File: config.mk
export PLATFORM = sky130hd
export DESIGN_NAME = regfile_wb_writer
export DESIGN_NICKNAME = d
export VERILOG_FILES = /design/src/rtl/regfile_wb_writer.sv
export SDC_FILE = /design/constraint.sdc
export NUM_CORES = 1
export LEC_CHECK = 0
export CAP_MARGIN = 25
export CELL_PAD_IN_SITES_DETAIL_PLACEMENT = 1
export CELL_PAD_IN_SITES_GLOBAL_PLACEMENT = 2
export CORE_ASPECT_RATIO = 0.6
export CORE_MARGIN = 10
export CORE_UTILIZATION = 35
export DETAILED_ROUTE_END_ITERATION = 12
export GPL_ROUTABILITY_DRIVEN = 0
export GPL_TIMING_DRIVEN = 0
export PLACE_DENSITY_LB_ADDON = 0.1
export SYNTH_ARGS = -nofsm -noshare
export SYNTH_HDL_FRONTEND = slang
export SYNTH_SLANG_ARGS = --single-unit
File: constraint.sdc
create_clock -name clk -period 5.92 [get_ports clk]
set_clock_uncertainty 0.05 [all_clocks]
set_input_delay 1.184 -clock clk [delete_from_list [all_inputs] [get_ports clk]]
set_output_delay 1.184 -clock clk [all_outputs]
set_load 0.005 [all_outputs]
File: src/rtl/regfile_wb_writer.sv
// Register-file write-back serializer: ALU/load/multiply/call results are queued and issued one write per cycle.
// Optional build macro ZERO_REG_GUARD_EN: accepted ALU/load results targeting r0 are acknowledged and dropped.
module regfile_wb_writer #(
    parameter int         DEPTH  = 4,
    parameter int         CW     = 2,
    parameter logic [4:0] HI_REG = 5'd19,
    parameter logic [4:0] LO_REG = 5'd20,
    parameter logic [4:0] RA_REG = 5'd5
) (
    input  logic          clk,
    input  logic          rst,
    input  logic          alu_valid,
    output logic          alu_ready,
    input  logic [4:0]    alu_dest,
    input  logic [31:0]   alu_data,
    input  logic          mem_valid,
    output logic          mem_ready,
    input  logic [4:0]    mem_dest,
    input  logic [31:0]   mem_data,
    input  logic          mult_valid,
    output logic          mult_ready,
    input  logic [31:0]   mult_hi,
    input  logic [31:0]   mult_lo,
    input  logic          call_valid,
    output logic          call_ready,
    input  logic [31:0]   call_ra,
    output logic          wr_en,
    input  logic          wr_ready,
    output logic [4:0]    wr_addr,
    output logic [31:0]   wr_data,
    output logic [CW:0]   fifo_count
);

    typedef enum logic {
        S_RUN,
        S_MULT_LO
    } state_t;

    localparam logic [CW+1:0] FREE_DEPTH = DEPTH[CW+1:0];
    localparam logic [CW+1:0] FREE_ONE   = 1;
    localparam logic [CW+1:0] FREE_TWO   = 2;
    localparam logic [CW-1:0] PTR_ONE    = 1;
    localparam logic [CW:0]   CNT_ONE    = 1;

    state_t          state_q, state_d;
    logic [CW-1:0]   wr_ptr_q, wr_ptr_d;
    logic [CW-1:0]   rd_ptr_q, rd_ptr_d;
    logic [CW:0]     count_q, count_d;
    logic [31:0]     lo_q, lo_d;

    logic [4:0]      fifo_addr_q [DEPTH];
    logic [31:0]     fifo_data_q [DEPTH];

    logic            pop;
    logic            push;
    logic [4:0]      push_addr;
    logic [31:0]     push_data;
    logic [CW+1:0]   free_slots;
    logic            run;
    logic            fit1;
    logic            fit2;

    // Head is exposed directly; gating with wr_en keeps the port at zero while empty.
    assign wr_en      = (count_q != '0);
    assign pop        = wr_en && wr_ready;
    assign wr_addr    = wr_en ? fifo_addr_q[rd_ptr_q] : 5'd0;
    assign wr_data    = wr_en ? fifo_data_q[rd_ptr_q] : 32'd0;
    assign fifo_count = count_q;

    assign free_slots = FREE_DEPTH - {1'b0, count_q} + (pop ? FREE_ONE : '0);
    assign fit1       = (free_slots >= FREE_ONE);
    assign fit2       = (free_slots >= FREE_TWO);
    assign run        = (state_q == S_RUN) && !rst;

    always_comb begin
        call_ready = run && call_valid && fit1;
        mult_ready = run && mult_valid && !call_valid && fit2;
        mem_ready  = run && mem_valid && !call_valid && !mult_valid && fit1;
        alu_ready  = run && alu_valid && !call_valid && !mult_valid && !mem_valid && fit1;
    end

    // Selects what enters the FIFO this cycle; the low product word always follows its high word.
    always_comb begin
        push      = 1'b0;
        push_addr = alu_dest;
        push_data = alu_data;
        state_d   = state_q;
        lo_d      = lo_q;
        if (state_q == S_MULT_LO) begin
            push      = 1'b1;
            push_addr = LO_REG;
            push_data = lo_q;
            state_d   = S_RUN;
        end else if (call_ready) begin
            push      = 1'b1;
            push_addr = RA_REG;
            push_data = call_ra;
        end else if (mult_ready) begin
            push      = 1'b1;
            push_addr = HI_REG;
            push_data = mult_hi;
            lo_d      = mult_lo;
            state_d   = S_MULT_LO;
        end else if (mem_ready) begin
`ifdef ZERO_REG_GUARD_EN
            push      = (mem_dest != 5'd0);
`else
            push      = 1'b1;
`endif
            push_addr = mem_dest;
            push_data = mem_data;
        end else if (alu_ready) begin
`ifdef ZERO_REG_GUARD_EN
            push      = (alu_dest != 5'd0);
`else
            push      = 1'b1;
`endif
            push_addr = alu_dest;
            push_data = alu_data;
        end
    end

    always_comb begin
        wr_ptr_d = push ? (wr_ptr_q + PTR_ONE) : wr_ptr_q;
        rd_ptr_d = pop ? (rd_ptr_q + PTR_ONE) : rd_ptr_q;
        count_d  = count_q;
        if (push && !pop) begin
            count_d = count_q + CNT_ONE;
        end else if (!push && pop) begin
            count_d = count_q - CNT_ONE;
        end
    end

    always_ff @(posedge clk) begin
        if (rst) begin
            state_q  <= S_RUN;
            wr_ptr_q <= '0;
            rd_ptr_q <= '0;
            count_q  <= '0;
            lo_q     <= '0;
        end else begin
            state_q  <= state_d;
            wr_ptr_q <= wr_ptr_d;
            rd_ptr_q <= rd_ptr_d;
            count_q  <= count_d;
            lo_q     <= lo_d;
        end
    end

    // Entry storage needs no reset: nothing reads an entry before it has been written.
    for (genvar gi = 0; gi < DEPTH; gi++) begin : g_entry
        always_ff @(posedge clk) begin
            if (!rst && push && (wr_ptr_q == CW'(gi))) begin
                fifo_addr_q[gi] <= push_addr;
                fifo_data_q[gi] <= push_data;
            end
        end
    end

endmodule
==> implementation parameters <==
Parameter                              Value

Power and ir drop
  Fraction of power consumed by sequential logic    0.381
  IR Drop Worst-Case VDD    226.3 uV
  Psw    1.420 mW
  Fraction of power consumed by combinational cells    0.358
  Clock network power share    0.261
  Lkg Pwr    4.004 nW
  Total power    4.584 mW
  Internal power    3.164 mW
  Net Sw Frac    0.3098
  PD cells    388.0 mW/mm^2

Floorplanning
  I/O pins    222
  Die Y-Extent    140.9 um
  Chip Width    221.4 um
  Total die area    0.03119 sq mm
  Effective utilization at floorplan    0.3542
  Area inside the core boundary    0.02406 sq mm
  Placement Rows    44

Flow run
  Maximum capacitance violations    0

Synthesis
  Post-synthesis async set-or-reset flop share    0
  Most numerous cell in the Yosys netlist    sky130_fd_sc_hd__edfxtp_1
  Syn avg cell area    13.81 sq um
  Post-synthesis sequential area ratio    0.6203
  Post-synth EDFFs    148
  Top cells by area, synth    sky130_fd_sc_hd__edfxtp_1, sky130_fd_sc_hd__dfxtp_1, sky130_fd_sc_hd__mux4_2
  Dominant register cell in the synthesized netlist    sky130_fd_sc_hd__edfxtp_1
  Synthesized instance count    617
  Post-synthesis register bit count    190
  Mapped cell area    0.008521 sq mm
  Number of distinct library cells after synthesis    44
  Fraction of post-synthesis cell area in the top cell type by area    0.5216
  Top cell type by total area after synthesis    sky130_fd_sc_hd__edfxtp_1
  Synth top cells by count    sky130_fd_sc_hd__edfxtp_1, sky130_fd_sc_hd__nand2_1, sky130_fd_sc_hd__and2_1
  Count of yosys warnings during synthesis    0
  Post-synthesis net count    802

Critical path
  Startpoint of the lowest-slack register-to-register path    fifo_count[2]
  Arrival time of the worst setup path    4230 ps
  Register-to-register setup slack    1860 ps
  Crit path capture    mem_ready
  Required time of the critical path    4690 ps
  Critical path origin    wr_ready
  Cell with the largest stage delay on the worst path    sky130_fd_sc_hd__clkdlybuf4s50_1
  Worst path cell trace    clkdlybuf4s50_1 -> nand2_1 -> ha_1 -> inv_1 -> ha_1 -> and4bb_2 -> o21ai_2 -> nand2b_1 -> clkbuf_1 -> inv_1 -> buf_4 -> clkdlybuf4s50_1
  Startpoint Class    input port
  Critical Path Fanout Max    10
  Type of destination of the critical path    output port
  Type of the setup path with the least slack    input port to output port
  Number of cells on the worst reg-to-reg path    12
  Worst reg2reg path endpoint    fifo_addr_q[2][1]
  Critical path's largest stage delay    540 ps

Drt
  First DRT Iteration DRCs    507
  Initial DRT Pass Iterations    5
  Highest routed metal layer    met4
  Number of DRC violations after detailed routing    0
  Average detailed-routed wire length per instance    26.91 um
  Vias    6483
  Wire length on met2    14.45 mm
  Wire length on met1    14.71 mm
  Remaining antenna violation count after routing    0
  Met3 Wirelength    2.871 mm
  Final WL    32.16 mm
  Vias/cell    5.425

Clock tree
  Insertion delay to the later sink of the worst-skew pair    440 ps
  Buffer cell driving the clock tree root    sky130_fd_sc_hd__clkbuf_16
  Clock tree from TritonCTS    built
  Number of H-tree levels    4
  Clock transition at the registers of the reported paths    70 ps
  Gates resized, CTS repair    0
  Sink count of the clock tree    190
  Buffer count from post-CTS setup fixing    0
  Number of buffers created by CTS    17
  Post-CTS Hold Buffers    0
  Buffers from clock root to sink, at most    2

Global route
  First-pass GRT wire length    47.15 mm
  Vias in the first global route    7076
  GRT Util Overall    0.2034
  Pin count of the biggest net entering global routing    24
  Global-route congestion overflow total    0
  Initial antenna violation count    0

STA
  Final number of hold-violating endpoints    0
  Crit path time final    5465 ps
  Final Max Slew Viols    0
  Highest clock rate    0.1830 GHz
  Final worst setup slack    454.7 ps
  Final Setup Violations    0
  Setup repair after global routing missed its margin    false
  Worst Tran Pin Value    866.5 ps
  Final clock period utilization by the worst path    0.9232
  Final total negative setup slack    0 ps
  Worst hold margin    411.7 ps
  Slew Limit Headroom    0.4223

Layout
  Fraction of layout cells with a size suffix above 1    0.1145
  ANT cells    0
  Synthesis-to-layout area growth    38.65%
  Net count of the finished layout    1045
  Final design utilization    0.4911

Placed design
  Port buffer count    220
  Place WS    431.2 ps
  Half-perimeter wire length of the detailed placement result    24.07 mm

Outcome
  Outcome    finished, final reports clean

Hold path
  Hold Crit Class    flop to flop
## cell families (layout without fill, tap and decap cells)
family | after synthesis | count (layout) | synth area share
multiplexers | 56 | 56 | 0.1201
AO/OA/AOI/OAI | 137 | 137 | 0.1122
adder cells (fa/ha/maj) | 8 | 8 | 0.01263
AND/OR/NAND/NOR | 162 | 162 | 0.09457
flip-flops | 190 | 190 | 0.6203
XOR/XNOR | 5 | 5 | 0.005139
buffers and inverters | 59 | 315 | 0.03509
## worst max-delay path, delay by kind of cell
kind                       cells  cell delay [ps]
AOI/OAI and AO/OA              1              460
buffers and inverters          6             1590
adders and majority gates      2              410
and+or+nand+nor                3              560
## layout by cell type (no fill, tap or decap), types with 5 or more instances in the layout
cell type / n
sky130_fd_sc_hd__edfxtp_1: 148
sky130_fd_sc_hd__mux2i_1: 19
sky130_fd_sc_hd__clkdlybuf4s50_1: 220
sky130_fd_sc_hd__a21oi_1: 34
sky130_fd_sc_hd__mux4_2: 37
sky130_fd_sc_hd__dfxtp_1: 42
sky130_fd_sc_hd__buf_4: 6
sky130_fd_sc_hd__buf_2: 10
sky130_fd_sc_hd__and2_1: 52
sky130_fd_sc_hd__clkbuf_16: 17
sky130_fd_sc_hd__o21ai_0: 33
sky130_fd_sc_hd__clkbuf_1: 27
sky130_fd_sc_hd__nor2_1: 17
sky130_fd_sc_hd__o221ai_1: 16
sky130_fd_sc_hd__inv_1: 9
sky130_fd_sc_hd__buf_6: 5
sky130_fd_sc_hd__nand2_1: 71
sky130_fd_sc_hd__a222oi_1: 32
sky130_fd_sc_hd__o21ai_1: 15
sky130_fd_sc_hd__ha_1: 7
## flip-flops by register name, summed over array words and instances, names as in the netlist, named ones only
| register | count |
|---|---|
| fifo_addr_q | 20 |
| fifo_count | 3 |
| fifo_data_q | 128 |
| lo_q | 32 |
| rd_ptr_q | 2 |
| state_q | 1 |
| wr_ptr_q | 2 |
## stage by stage
stage | cells | cell area (sq um)
6_report | 1195 | 11810
3_3_place_gp | 1159 | 11130
4_1_cts | 1195 | 11810
2_1_floorplan | 617 | 8521
5_1_grt | 1195 | 11810
3_5_place_dp | 1163 | 11210
## worst min path at each step
stage / start / endpoint / slack [ps] / cells after the start
after floorplan: lo_q[0] / lo_q[0] / 390 / 2
after global placement: lo_q[11] / lo_q[11] / 400 / 2
after detailed placement: lo_q[28] / lo_q[28] / 400 / 2
after CTS: lo_q[28] / lo_q[28] / 420 / 2
after global routing: lo_q[2] / lo_q[2] / 440 / 2
final: lo_q[6] / lo_q[6] / 410 / 2
## area by class of cell
cell class | instances | area, sq um
clock inverter | 12 | 156.4
clock buffer | 20 | 446.7
multi-input combinational | 368 | 2942
tap | 322 | 402.9
fill | 2475 | 12240
buffer | 48 | 252.7
sequential | 190 | 5285
inverter | 11 | 46.29
timing repair buffer | 224 | 2282
## routing by layer
metal / vias to the layer above / GRT usage
met2: 282 / 0.3113
li1: 2879 / -
met5: - / 0
met4: 0 / 0.03244
met1: 3311 / 0.2762
met3: 11 / 0.07227
## power groups by stage
stage	logic, mW	registers (mW)	clock network [mW]
after floorplan	0.837	1.75	0
after global placement	1.60	1.77	0
after global routing	1.78	1.76	1.27
after detailed placement	1.66	1.77	0
after CTS	1.67	1.75	1.21
final	1.64	1.75	1.20
Power figures use the tool's default switching activity.
